**config.mk**
```make
export PLATFORM = sky130hd
export DESIGN_NAME = axis_sum_join_ctrl_flat
export DESIGN_NICKNAME = d
export VERILOG_FILES = /design/src/rtl/axis_sum_join_ctrl_if.sv /design/src/rtl/axis_sum_join_ctrl.sv /design/src/flat_wrapper.sv
export SDC_FILE = /design/constraint.sdc
export NUM_CORES = 1
export LEC_CHECK = 0
export CAP_MARGIN = 25
export CORE_MARGIN = 5
export CORE_UTILIZATION = 30
export CTS_CLUSTER_DIAMETER = 200
export DETAILED_ROUTE_END_ITERATION = 10
export SLEW_MARGIN = 20
export SYNTH_ARGS = -nofsm -noshare
export SYNTH_HDL_FRONTEND = slang
export SYNTH_SLANG_ARGS = --single-unit
```
**constraint.sdc**
```tcl
create_clock -name clock -period 5.3 [get_ports clock]
set_clock_uncertainty 0.15 [all_clocks]
set_input_delay 0.53 -clock clock [delete_from_list [all_inputs] [get_ports clock]]
set_output_delay 0.53 -clock clock [all_outputs]
set_load 0.05 [all_outputs]
```
**src/rtl/axis_sum_join_ctrl_if.sv**
```systemverilog
// Lane-side and adder-side handshake bundle for the summing join controller.
// Only valid/ready/last travel here; the sample data bypasses this block.
interface axis_sum_join_ctrl_if #(
    parameter int L = 8
);
    logic [L-1:0] s_tvalid;
    logic [L-1:0] s_tlast;
    logic [L-1:0] s_tready;
    logic         sum_tvalid;
    logic         sum_tready;
    logic         sum_tlast;

    modport slave (
        input  s_tvalid, s_tlast, sum_tready,
        output s_tready, sum_tvalid, sum_tlast
    );

    modport master (
        output s_tvalid, s_tlast, sum_tready,
        input  s_tready, sum_tvalid, sum_tlast
    );
endinterface

```
**src/rtl/axis_sum_join_ctrl.sv**
```systemverilog
// Joins the 2*CHANNELS input lanes into one lockstep transfer, frame-aligns them on
// tlast, and recovers from lane skew and partial-valid timeouts.
//
// Handshake rules: a beat moves on a lane when its valid and ready are both high at
// the rising edge. In RUN every lane moves together, s_tready depends on s_tvalid,
// and sum_tvalid never depends on sum_tready.
module axis_sum_join_ctrl #(
    parameter int CHANNELS  = 4,
    parameter int FRAME_LEN = 256,
    parameter int TIMEOUT   = 64
) (
    input  logic                clock,
    input  logic                reset,
    input  logic                enable,
    axis_sum_join_ctrl_if.slave bus,
    output logic [1:0]          state,
    output logic [15:0]         frame_count,
    output logic [15:0]         err_count,
    output logic [1:0]          err_flags
);
    localparam int L  = 2 * CHANNELS;
    localparam int BW = (FRAME_LEN > 1) ? $clog2(FRAME_LEN) : 1;
    localparam int TW = $clog2(TIMEOUT + 1);

    typedef enum logic [1:0] {
        ST_IDLE  = 2'd0,
        ST_ALIGN = 2'd1,
        ST_RUN   = 2'd2
    } state_t;

    state_t        state_q, state_d;
    logic [BW-1:0] beat_q, beat_d;
    logic [TW-1:0] tmo_q, tmo_d;
    logic [L-1:0]  aligned_q, aligned_d;
    logic          stop_q, stop_d;
    logic [15:0]   frame_q, frame_d;
    logic [15:0]   err_q, err_d;
    logic [1:0]    flags_q, flags_d;

    logic          all_v, part_v, xfer, beat_last, skew, stop_n;
    logic [L-1:0]  aligned_n;

    always_comb begin
        state_d   = state_q;
        beat_d    = beat_q;
        tmo_d     = tmo_q;
        aligned_d = aligned_q;
        stop_d    = stop_q;
        frame_d   = frame_q;
        err_d     = err_q;
        flags_d   = flags_q;

        all_v     = &bus.s_tvalid;
        part_v    = (|bus.s_tvalid) & ~all_v;
        beat_last = (beat_q == BW'(FRAME_LEN - 1));
        xfer      = 1'b0;
        skew      = 1'b0;
        stop_n    = stop_q | ~enable;
        aligned_n = aligned_q | (~aligned_q & bus.s_tvalid & bus.s_tlast);

        bus.s_tready   = '0;
        bus.sum_tvalid = 1'b0;
        bus.sum_tlast  = 1'b0;

        case (state_q)
            ST_IDLE: begin
                if (enable) begin
                    state_d   = ST_ALIGN;
                    aligned_d = '0;
                end
            end
            ST_ALIGN: begin
                bus.s_tready = ~aligned_q;
                aligned_d    = aligned_n;
                if (!enable) begin
                    state_d = ST_IDLE;
                end else if (&aligned_n) begin
                    state_d = ST_RUN;
                    beat_d  = '0;
                    tmo_d   = '0;
                    stop_d  = 1'b0;
                end
            end
            ST_RUN: begin
                xfer           = all_v & bus.sum_tready;
                skew           = xfer & (bus.s_tlast != {L{beat_last}});
                bus.sum_tvalid = all_v;
                bus.sum_tlast  = beat_last;
                bus.s_tready   = {L{xfer}};
                tmo_d          = part_v ? tmo_q + TW'(1) : '0;
                stop_d         = stop_n;
                if (xfer) begin
                    beat_d = beat_last ? '0 : beat_q + BW'(1);
                end
                // Skew can only occur on a transfer and timeout never does, so skew has priority.
                if (skew) begin
                    flags_d[0] = 1'b1;
                    if (err_q != 16'hFFFF) err_d = err_q + 16'd1;
                    aligned_d  = bus.s_tlast;
                    state_d    = stop_n ? ST_IDLE : ST_ALIGN;
                    stop_d     = 1'b0;
                end else if (xfer && beat_last) begin
                    frame_d = frame_q + 16'd1;
                    if (stop_n) begin
                        state_d = ST_IDLE;
                        stop_d  = 1'b0;
                    end
                end else if (part_v && (tmo_q == TW'(TIMEOUT - 1))) begin
                    flags_d[1] = 1'b1;
                    if (err_q != 16'hFFFF) err_d = err_q + 16'd1;
                    aligned_d  = '0;
                    tmo_d      = '0;
                    stop_d     = 1'b0;
                    state_d    = ST_ALIGN;
                end
            end
            default: state_d = ST_IDLE;
        endcase
    end

    always_ff @(posedge clock) begin
        if (reset) begin
            state_q   <= ST_IDLE;
            beat_q    <= '0;
            tmo_q     <= '0;
            aligned_q <= '0;
            stop_q    <= 1'b0;
            frame_q   <= '0;
            err_q     <= '0;
            flags_q   <= '0;
        end else begin
            state_q   <= state_d;
            beat_q    <= beat_d;
            tmo_q     <= tmo_d;
            aligned_q <= aligned_d;
            stop_q    <= stop_d;
            frame_q   <= frame_d;
            err_q     <= err_d;
            flags_q   <= flags_d;
        end
    end

    assign state       = state_q;
    assign frame_count = frame_q;
    assign err_count   = err_q;
    assign err_flags   = flags_q;
endmodule

```
**src/flat_wrapper.sv**
```systemverilog
// flat-port wrapper written by rule: the top's interface ports become plain ports
module axis_sum_join_ctrl_flat 
#(
    parameter int CHANNELS  = 4,
    parameter int FRAME_LEN = 256,
    parameter int TIMEOUT   = 64
)
  (clock, reset, enable, state, frame_count, err_count, err_flags, bus_s_tvalid, bus_s_tlast, bus_sum_tready, bus_s_tready, bus_sum_tvalid, bus_sum_tlast);
  axis_sum_join_ctrl_if #(.L((2 * (4)))) bus_i ();
  input  logic clock;
  input  logic reset;
  input  logic enable;
  output logic [1:0] state;
  output logic [15:0] frame_count;
  output logic [15:0] err_count;
  output logic [1:0] err_flags;
  input wire logic [$bits(bus_i.s_tvalid)-1:0] bus_s_tvalid;
  input wire logic [$bits(bus_i.s_tlast)-1:0] bus_s_tlast;
  input wire logic [$bits(bus_i.sum_tready)-1:0] bus_sum_tready;
  output wire logic [$bits(bus_i.s_tready)-1:0] bus_s_tready;
  output wire logic [$bits(bus_i.sum_tvalid)-1:0] bus_sum_tvalid;
  output wire logic [$bits(bus_i.sum_tlast)-1:0] bus_sum_tlast;
  assign bus_i.s_tvalid = bus_s_tvalid;
  assign bus_i.s_tlast = bus_s_tlast;
  assign bus_i.sum_tready = bus_sum_tready;
  assign bus_s_tready = bus_i.s_tready;
  assign bus_sum_tvalid = bus_i.sum_tvalid;
  assign bus_sum_tlast = bus_i.sum_tlast;
  axis_sum_join_ctrl #(.CHANNELS(CHANNELS), .FRAME_LEN(FRAME_LEN), .TIMEOUT(TIMEOUT)) u_core (.clock(clock), .reset(reset), .enable(enable), .bus(bus_i), .state(state), .frame_count(frame_count), .err_count(err_count), .err_flags(err_flags));
endmodule
```
==> results of run 1 <==
-- per-stage QoR --
| stage | setup WS, ns | cell area, µm² |
|---|---|---|
| CTS | 1.659 | 4307 |
| global placement | 1.756 | 4059 |
| finish | 1.678 | 4327 |
| detailed placement | 1.705 | 4059 |
| global route | 1.457 | 4327 |
| floorplan | 2.470 | 3291 |
-- flip-flops by register name, indices dropped and copies added, names as in the netlist --
signal	cells
u_core.aligned_q	8
u_core.beat_q	8
u_core.err_count	16
u_core.err_flags	2
u_core.frame_count	16
u_core.state	2
u_core.stop_q	1
u_core.tmo_q	7
-- path summary, 6_finish.rpt --
path,start,end,slack (ns),depth (start not counted)
max reg2reg,u_core.state[0]$_SDFFE_PP0P_,u_core.frame_count[12]$_SDFFE_PP0P_,2.22,6
min,u_core.err_flags[1]$_SDFFE_PP0P_,u_core.err_flags[1]$_SDFFE_PP0P_,0.33,2
min reg2reg,u_core.err_flags[1]$_SDFFE_PP0P_,u_core.err_flags[1]$_SDFFE_PP0P_,0.33,2
max,u_core.state[0]$_SDFFE_PP0P_,bus_s_tready[4],1.68,6
-- logic make-up (layout without fill, tap and decap cells) --
| logic type | count (synthesis) | count (layout) |
|---|---|---|
| buffers and inverters | 23 | 91 |
| DFF | 60 | 60 |
| AOI/OAI and AO/OA | 79 | 79 |
| and+or+nand+nor | 205 | 205 |
| adders and majority gates | 8 | 8 |
| xor gates and xnor gates | 22 | 22 |
| muxes | 15 | 15 |
-- synthesized netlist by cell type (7+ instances only) --
master	number	share of area (%)
sky130_fd_sc_hd__nor2_1	61	7.0
sky130_fd_sc_hd__dfxtp_1	60	37
sky130_fd_sc_hd__a21oi_1	40	6.1
sky130_fd_sc_hd__nand2_1	25	2.9
sky130_fd_sc_hd__o21ai_0	23	3.5
sky130_fd_sc_hd__nand3_1	15	2.3
sky130_fd_sc_hd__xnor2_1	15	4.0
sky130_fd_sc_hd__mux2i_1	12	3.7
sky130_fd_sc_hd__or3_1	12	2.3
sky130_fd_sc_hd__and2_1	11	2.1
sky130_fd_sc_hd__clkbuf_1	11	1.3
sky130_fd_sc_hd__nand4_1	11	2.1
sky130_fd_sc_hd__nand2b_1	10	1.9
sky130_fd_sc_hd__nor3_1	9	1.4
sky130_fd_sc_hd__ha_1	8	3.0
sky130_fd_sc_hd__inv_1	8	0.91
sky130_fd_sc_hd__nor4_1	8	1.5
sky130_fd_sc_hd__and4_1	7	1.9
sky130_fd_sc_hd__xor2_1	7	1.9
-- routing by layer --
metal	up-vias	wire length, µm	GRT usage, %
met5	-	0	0
met4	0	87	4.147
met3	8	446	3.737
met2	70	4083	22.47
met1	1502	4266	17.92
li1	1607	-	-
-- critical path: stages, from the launching register on --
cell and delay, ns:
sky130_fd_sc_hd__dfxtp_1 0.34, sky130_fd_sc_hd__inv_1 0.11, sky130_fd_sc_hd__ha_1 0.44, sky130_fd_sc_hd__nand4_1 0.54, sky130_fd_sc_hd__o21ai_0 0.21, sky130_fd_sc_hd__and2_1 0.15, sky130_fd_sc_hd__clkdlybuf4s50_1 0.80
-- layout make-up --
type	instances	area (µm²)
fill	1075	6466
timing repair buffer	67	673.1
inverter	8	30.03
multi-input combinational	329	1999
clock buffer	9	123.9
sequential	60	1201
tap	140	175.2
clock inverter	7	123.9
-- where the power goes --
| part | switching (µW) | leakage (µW) | internal (µW) | total, µW |
|---|---|---|---|---|
| combinational | 195 | 0.000817 | 114 | 309 |
| sequential | 7.63 | 0.000483 | 458 | 466 |
| clock | 201 | 0.000120 | 315 | 517 |
| total | 404 | 0.00142 | 888 | 1290 |
==> impl_summary.md, run 1 <==
Finish
In the layout the commonest cells are 64 x sky130_fd_sc_hd__clkdlybuf4s50_1, 61 x sky130_fd_sc_hd__nor2_1, 60 x sky130_fd_sc_hd__dfxtp_1, 40 x sky130_fd_sc_hd__a21oi_1, 25 x sky130_fd_sc_hd__nand2_1. The most common cell after layout, fill and taps aside is sky130_fd_sc_hd__clkdlybuf4s50_1. Once layout is complete, the utilization of the core stands at 40.09%.

Relative to the synthesized area, the layout overhead comes to 31.48%. The number of diodes is 0. Cells with a size suffix above 1 make up 6.458% of the layout.

The number of nets in the final layout is 503. The final standard cell count with taps included and fillers excluded is 620.

Place
The final HPWL from detailed placement is 6449 µm. The post-placement cell count is 603. The count of buffers added on input and output ports is 65. The weighted congestion reported at the end of routability-driven placement is 0.8983.

Run
Max-cap violations in this run came to 0.

Routing
The final wirelength is 8883 µm. The length of the first detailed-routing pass in iterations is 5. The vias after detailed routing is 3,187. The vias per cell is 5.140.

For this run, design rule violations remaining after detail routing come to 0. The count of routing violations after the opening detailed-route iteration is 113. In this run the remaining antenna-violating nets after routing total 0. In the final routed layout, each cell accounts on average for 14.33 µm.

Pwr
In this run the power density over the cells is 298.6 mW/mm². Across the VDD grid, the largest voltage drop is 0.2012 mV. In this run the static leakage power is 0.001420 µW. The total power after layout is 1292 µW.

Setup path
The worst setup path is captured at a primary output. In this run the worst path has a maximum fanout of 13. STA puts the critical path data required time at 4.62 ns. The path type of the worst setup path is flop to primary output. The critical path startpoint category is a flop. The signal arrival time at the worst endpoint is 2.94 ns.

Synthesis
Yosys printed 0 warnings. After synthesis the cells add up to 0.003291 mm². For this run, the leading register cell type out of synthesis is sky130_fd_sc_hd__dfxtp_1. The proportion of synthesized area in mux cells is 4.677%.

Counting flops and latches in the post-synthesis netlist gives 60. Of the total synthesized cell area, the portion taken by XOR and XNOR cells is 5.856%. Of all flip-flops after synthesis, the portion carrying an async set or reset was 0%. The post-synth net total is 440. The arithmetic-cell share of the synthesized area counting full adders, half adders and majority gates is 3.042%. After synthesis, the mean cell area works out to 7.987 µm². The number of enable-type register cells in the synthesized netlist is 0. For this run, the register share of the synthesized area comes to 36.50%. By area, the combinational part of the netlist is dominated by simple AND/OR/NAND/NOR gates. Synthesis instantiated 43 different standard cells from the library. The synthesized netlist cell count is 412. The synthesized netlist devotes 13.46% of its cell area to compound gates. The simple-gate share of the synthesized area is 33.73%.

Clock network
Gates resized during post-CTS repair numbered 0. The insertion delay to the later sink of the worst-skew pair is 0.35 ns. In this run the post-CTS setup repair buffer count came out at 0. The deepest level of the CTS H-tree is 3. The clock passes through at most 2 buffers. The number of buffers inserted by hold repair at cts is 0. Clock tree synthesis selected as its root buffer the cell sky130_fd_sc_hd__clkbuf_8. The clock net sink count is 60. In this run, CTS created clock tree buffers numbering 9. After clock tree synthesis, the clock-pin slew on the worst setup and hold paths is 0.07 ns. The CTS tree is done.

Global routing
The initial antenna violation count is 0. Entering global routing, the biggest net connects 58 pins. The wire length of the first global-routing pass is 14,730 µm.

The total global routing track utilization is 13.79%. Summed over all layers, the global routing overflow is 0. The via count of the first global-routing pass is 3,050.

Die
After floorplanning, the core was divided into 38 placement rows. The total area inside the core boundary comes to 0.01079 mm². In this run the count of I/O pins placed on the die edge is 66.

The floorplan step set the die width to 114.7 µm. The die covers 0.01316 mm². The starting density of the core is 30.49%. The die height is 114.7 µm.

STA
For the final routed database, the setup TNS stands at 0 ns. The worst slew margin relative to its limit is 39.15%. Setup repair after global routing left no endpoint under its margin.

For the pin with the worst max-slew slack, the measured transition is 0.9044 ns. The number of hold violations in the final report came to 0. The hold slack is 0.3348 ns.

The max-slew violation total from the final report is 0. Counting I/O delays and the setup requirement, the final critical path takes 3.622 ns. The maximum achievable frequency is 276.1 MHz. Setup violations remaining at the end of the flow were counted as 0. The share of the clock period used by the worst path is 68.33%.

Run status
The flow ran to the end, and the final reports show no timing, DRC or antenna violations.

Worst hold path
The worst min-delay path category is flop to flop.
Note: power is estimated with default switching activity, not from simulation.
==> run 2, diff against run 1 <==
Clock period 5.3 ns to 3.5 ns, I/O delays scaled along.
==> run 2 against run 1 <==
Setup slack got worse by 1.3 ns. Final cell count increased by 0.65%. Utilization decreased by 0.59 points. Hold slack got worse by 0.025 ns. Critical endpoint is now bus_sum_tlast. Highest routed layer unchanged.
==> impl_summary.md, run 2 (synthesis gave the netlist of run 1 again) <==
Global routing
The via count of the first global-routing pass is 2,985 (-2.1%). The initial antenna violation count is 0 (unchanged). The total global routing track utilization was 13.56% (-0.23 points). The wire length of the first global-routing pass is 14,500 µm (-1.5%). The global-route congestion overflow total was 0 (unchanged). The pin count of the biggest net entering global routing was 33 (-43%).

Routing
The count of routing violations after the opening detailed-route iteration is 190 (+68%). The final wirelength was 8776 µm (-1.2%). The count of antenna-violating nets left after detailed routing came to 0 (unchanged).

The vias per cell is 5.208 (+1.3%). The length of the first detailed-routing pass in iterations was 4 (-1). The routed wire length per instance came to 14.06 µm (-1.8%).

The vias after detailed routing is 3,250 (+2.0%). The remaining design rule violation count is 0 (unchanged).

Place
The weighted congestion reported at the end of routability-driven placement came to 0.8639 (-3.8%). The final HPWL from detailed placement is 6497 µm (+0.76%). The post-placement cell count was 609 (+1.0%).

The number of buffers inserted by port buffering was 65 (unchanged). The pre-CTS setup slack is 0.3550 ns (-1.350 ns).

Die
The die extent in x is 114.7 µm (unchanged). The number of placement rows is 38 (unchanged). The die height came to 114.7 µm (unchanged). The starting density of the core is 30.49% (unchanged).

The area of the core was 0.01079 mm² (unchanged). The area of the die is 0.01316 mm² (unchanged). The number of primary I/O pins is 66 (unchanged).

Finish
The share of layout cells above drive strength 1 is 7.851% (+1.4 points). The final standard cell count with taps included and fillers excluded was 624 (+0.65%). In the layout the commonest cells are 61 x sky130_fd_sc_hd__nor2_1, 61 x sky130_fd_sc_hd__clkdlybuf4s50_1, 60 x sky130_fd_sc_hd__dfxtp_1, 40 x sky130_fd_sc_hd__a21oi_1, 25 x sky130_fd_sc_hd__nand2_1. The layout overhead on the synthesized area is 29.54%. The multi-input gate area in the final layout is 0.001999 mm² (unchanged). The sequential cell area in the final layout is 0.001201 mm² (unchanged). The number of nets in the final layout came to 508 (+0.99%).

The number of diodes is 0 (unchanged). The count of filler cells inserted in the layout is 1,112 (+3.4%).

Setup path
The worst setup slack for register-to-register paths is 0.55 ns (-1.67 ns). The maximum fanout along the worst path is 8 (-5). STA classifies the critical path startpoint as a flop. The kind of capture point of the worst setup path is a primary output. The capture point of the worst reg-to-reg path is u_core.err_count[15]$_SDFFE_PP0P_.

The signal arrival time at the worst endpoint was 2.58 ns (-0.36 ns). The number of cells on the worst reg-to-reg path is 7 (+1). The data required time of the critical path is 3.00 ns (-1.62 ns). The startpoint identified for the worst register-to-register timing path is u_core.beat_q[0]$_SDFFE_PP0P_. The critical path in this run is classified as flop to primary output.

Clock network
The count of cells resized by post-cts repair is 0 (unchanged). The CTS tree is done. The worst-case clock buffer depth came to 2 (unchanged). The insertion delay to the later sink of the worst-skew pair was 0.35 ns (about the same). The number of buffers inserted by hold repair at cts is 0 (unchanged).

The clock slew seen by the registers of the worst setup and hold paths is 0.07 ns (about the same). The clock net sink count is 60 (unchanged). The total clock buffers created by CTS is 9 (unchanged). The deepest level of the CTS H-tree is 3 (unchanged). The cell chosen for the clock root is sky130_fd_sc_hd__clkbuf_8.

The buffers inserted during post-CTS setup optimization was 0 (unchanged).

Pwr
The leakage power is 0.001419 µW (-0.10%). The worst ir drop on vdd is 0.2389 mV (+19%). The power density relative to cell area came to 405.3 mW/mm² (+36%).

Run status
The flow ran to the end, and the final reports show no timing, DRC or antenna violations.

STA
The worst-margin pin slew came to 0.7879 ns (-0.1165 ns). The minimum clock period is 3.079 ns. Setup repair after global routing left no endpoint under its margin. The number of hold violations in the final report is 0 (unchanged). The aggregate negative setup slack is 0 ns (unchanged). The worst slew margin relative to its limit came to 46.78% (+7.6 points). Of the available clock period, the critical path in the final layout requires 87.96%.

The count of final setup violators is 0 (unchanged). The max-slew violation total from the final report is 0 (unchanged). The post-route worst setup slack is 0.4213 ns (-1.257 ns). The maximum achievable frequency is 324.8 MHz.

Worst hold path
The worst hold path begins at reset. For hold timing, the worst endpoint is u_core.frame_count[15]$_SDFFE_PP0P_. The cell depth of the worst hold path came to 2 (unchanged). The worst min-delay path category is input pin to flop.

Run
The max-capacitance violation count is 0 (unchanged).
-- run 2: cell types whose count changed in the layout (fill, tap and decap cells not counted), moves of 3 or more --
cell	before	now
sky130_fd_sc_hd__bufinv_16	3	0
sky130_fd_sc_hd__clkinv_2	0	4
sky130_fd_sc_hd__buf_4	1	10
sky130_fd_sc_hd__clkdlybuf4s50_1	64	61
-- run 2: layout make-up --
| class | instances | share of cell area, % |
|---|---|---|
| multi-input cells | 329 | 46.90 |
| flip-flops and latches | 60 | 28.18 |
| repair buffers | 72 | 16.20 |
| well taps | 140 | 4.109 |
| clock buffers | 10 | 3.229 |
| inverters | 8 | 0.7044 |
| clock inverters | 5 | 0.6751 |
-- run 2: worst max path at each step --
stage,startpoint,endpoint,cells after the start,slack (ns)
finish,u_core.beat_q[0]$_SDFFE_PP0P_,bus_sum_tlast,5,0.42
global route,u_core.beat_q[0]$_SDFFE_PP0P_,bus_sum_tlast,5,0.26
global placement,bus_s_tvalid[0],u_core.frame_count[12]$_SDFFE_PP0P_,7,0.45
detailed placement,bus_s_tvalid[0],u_core.frame_count[10]$_SDFFE_PP0P_,8,0.36
floorplan,u_core.state[1]$_SDFFE_PP0P_,bus_sum_tvalid,3,0.85
CTS,u_core.beat_q[0]$_SDFFE_PP0P_,bus_sum_tlast,5,0.36
-- run 2: critical path, stage by stage (launching register included) --
cell,delay (ns)
sky130_fd_sc_hd__dfxtp_1,0.38
sky130_fd_sc_hd__ha_1,0.22
sky130_fd_sc_hd__nand3_2,0.11
sky130_fd_sc_hd__or3_1,0.52
sky130_fd_sc_hd__nor2_1,0.19
sky130_fd_sc_hd__clkdlybuf4s50_1,0.83
-- run 2: routing by layer --
metal / up-vias / wire length, µm / global-route usage (%)
met2: 99 / 3957 / 20.68
li1: 1624 / - / -
met4: 0 / 138 / 4.930
met1: 1509 / 4076 / 18.27
met3: 18 / 603 / 3.947
met5: - / 0 / 0
-- run 2: stage by stage --
stage                     hold slack (ns)  utilization [%]  instance area, µm²  total power [µW]
after floorplan                    0.2983                -                3291              1043
after global placement             0.3108            37.96                4096              1194
after detailed placement           0.3161            37.96                4096              1196
after CTS                          0.3026            39.50                4263              1746
after global routing               0.3330            39.50                4263              1827
final                              0.3093            39.50                4263              1728
-- run 2: where the power goes --
group          switching [µW]  total [µW]  internal, µW
Sequential               12.1         707           695
Combinational             298         474           176
Clock                     279         547           268
Total                     589        1730          1140
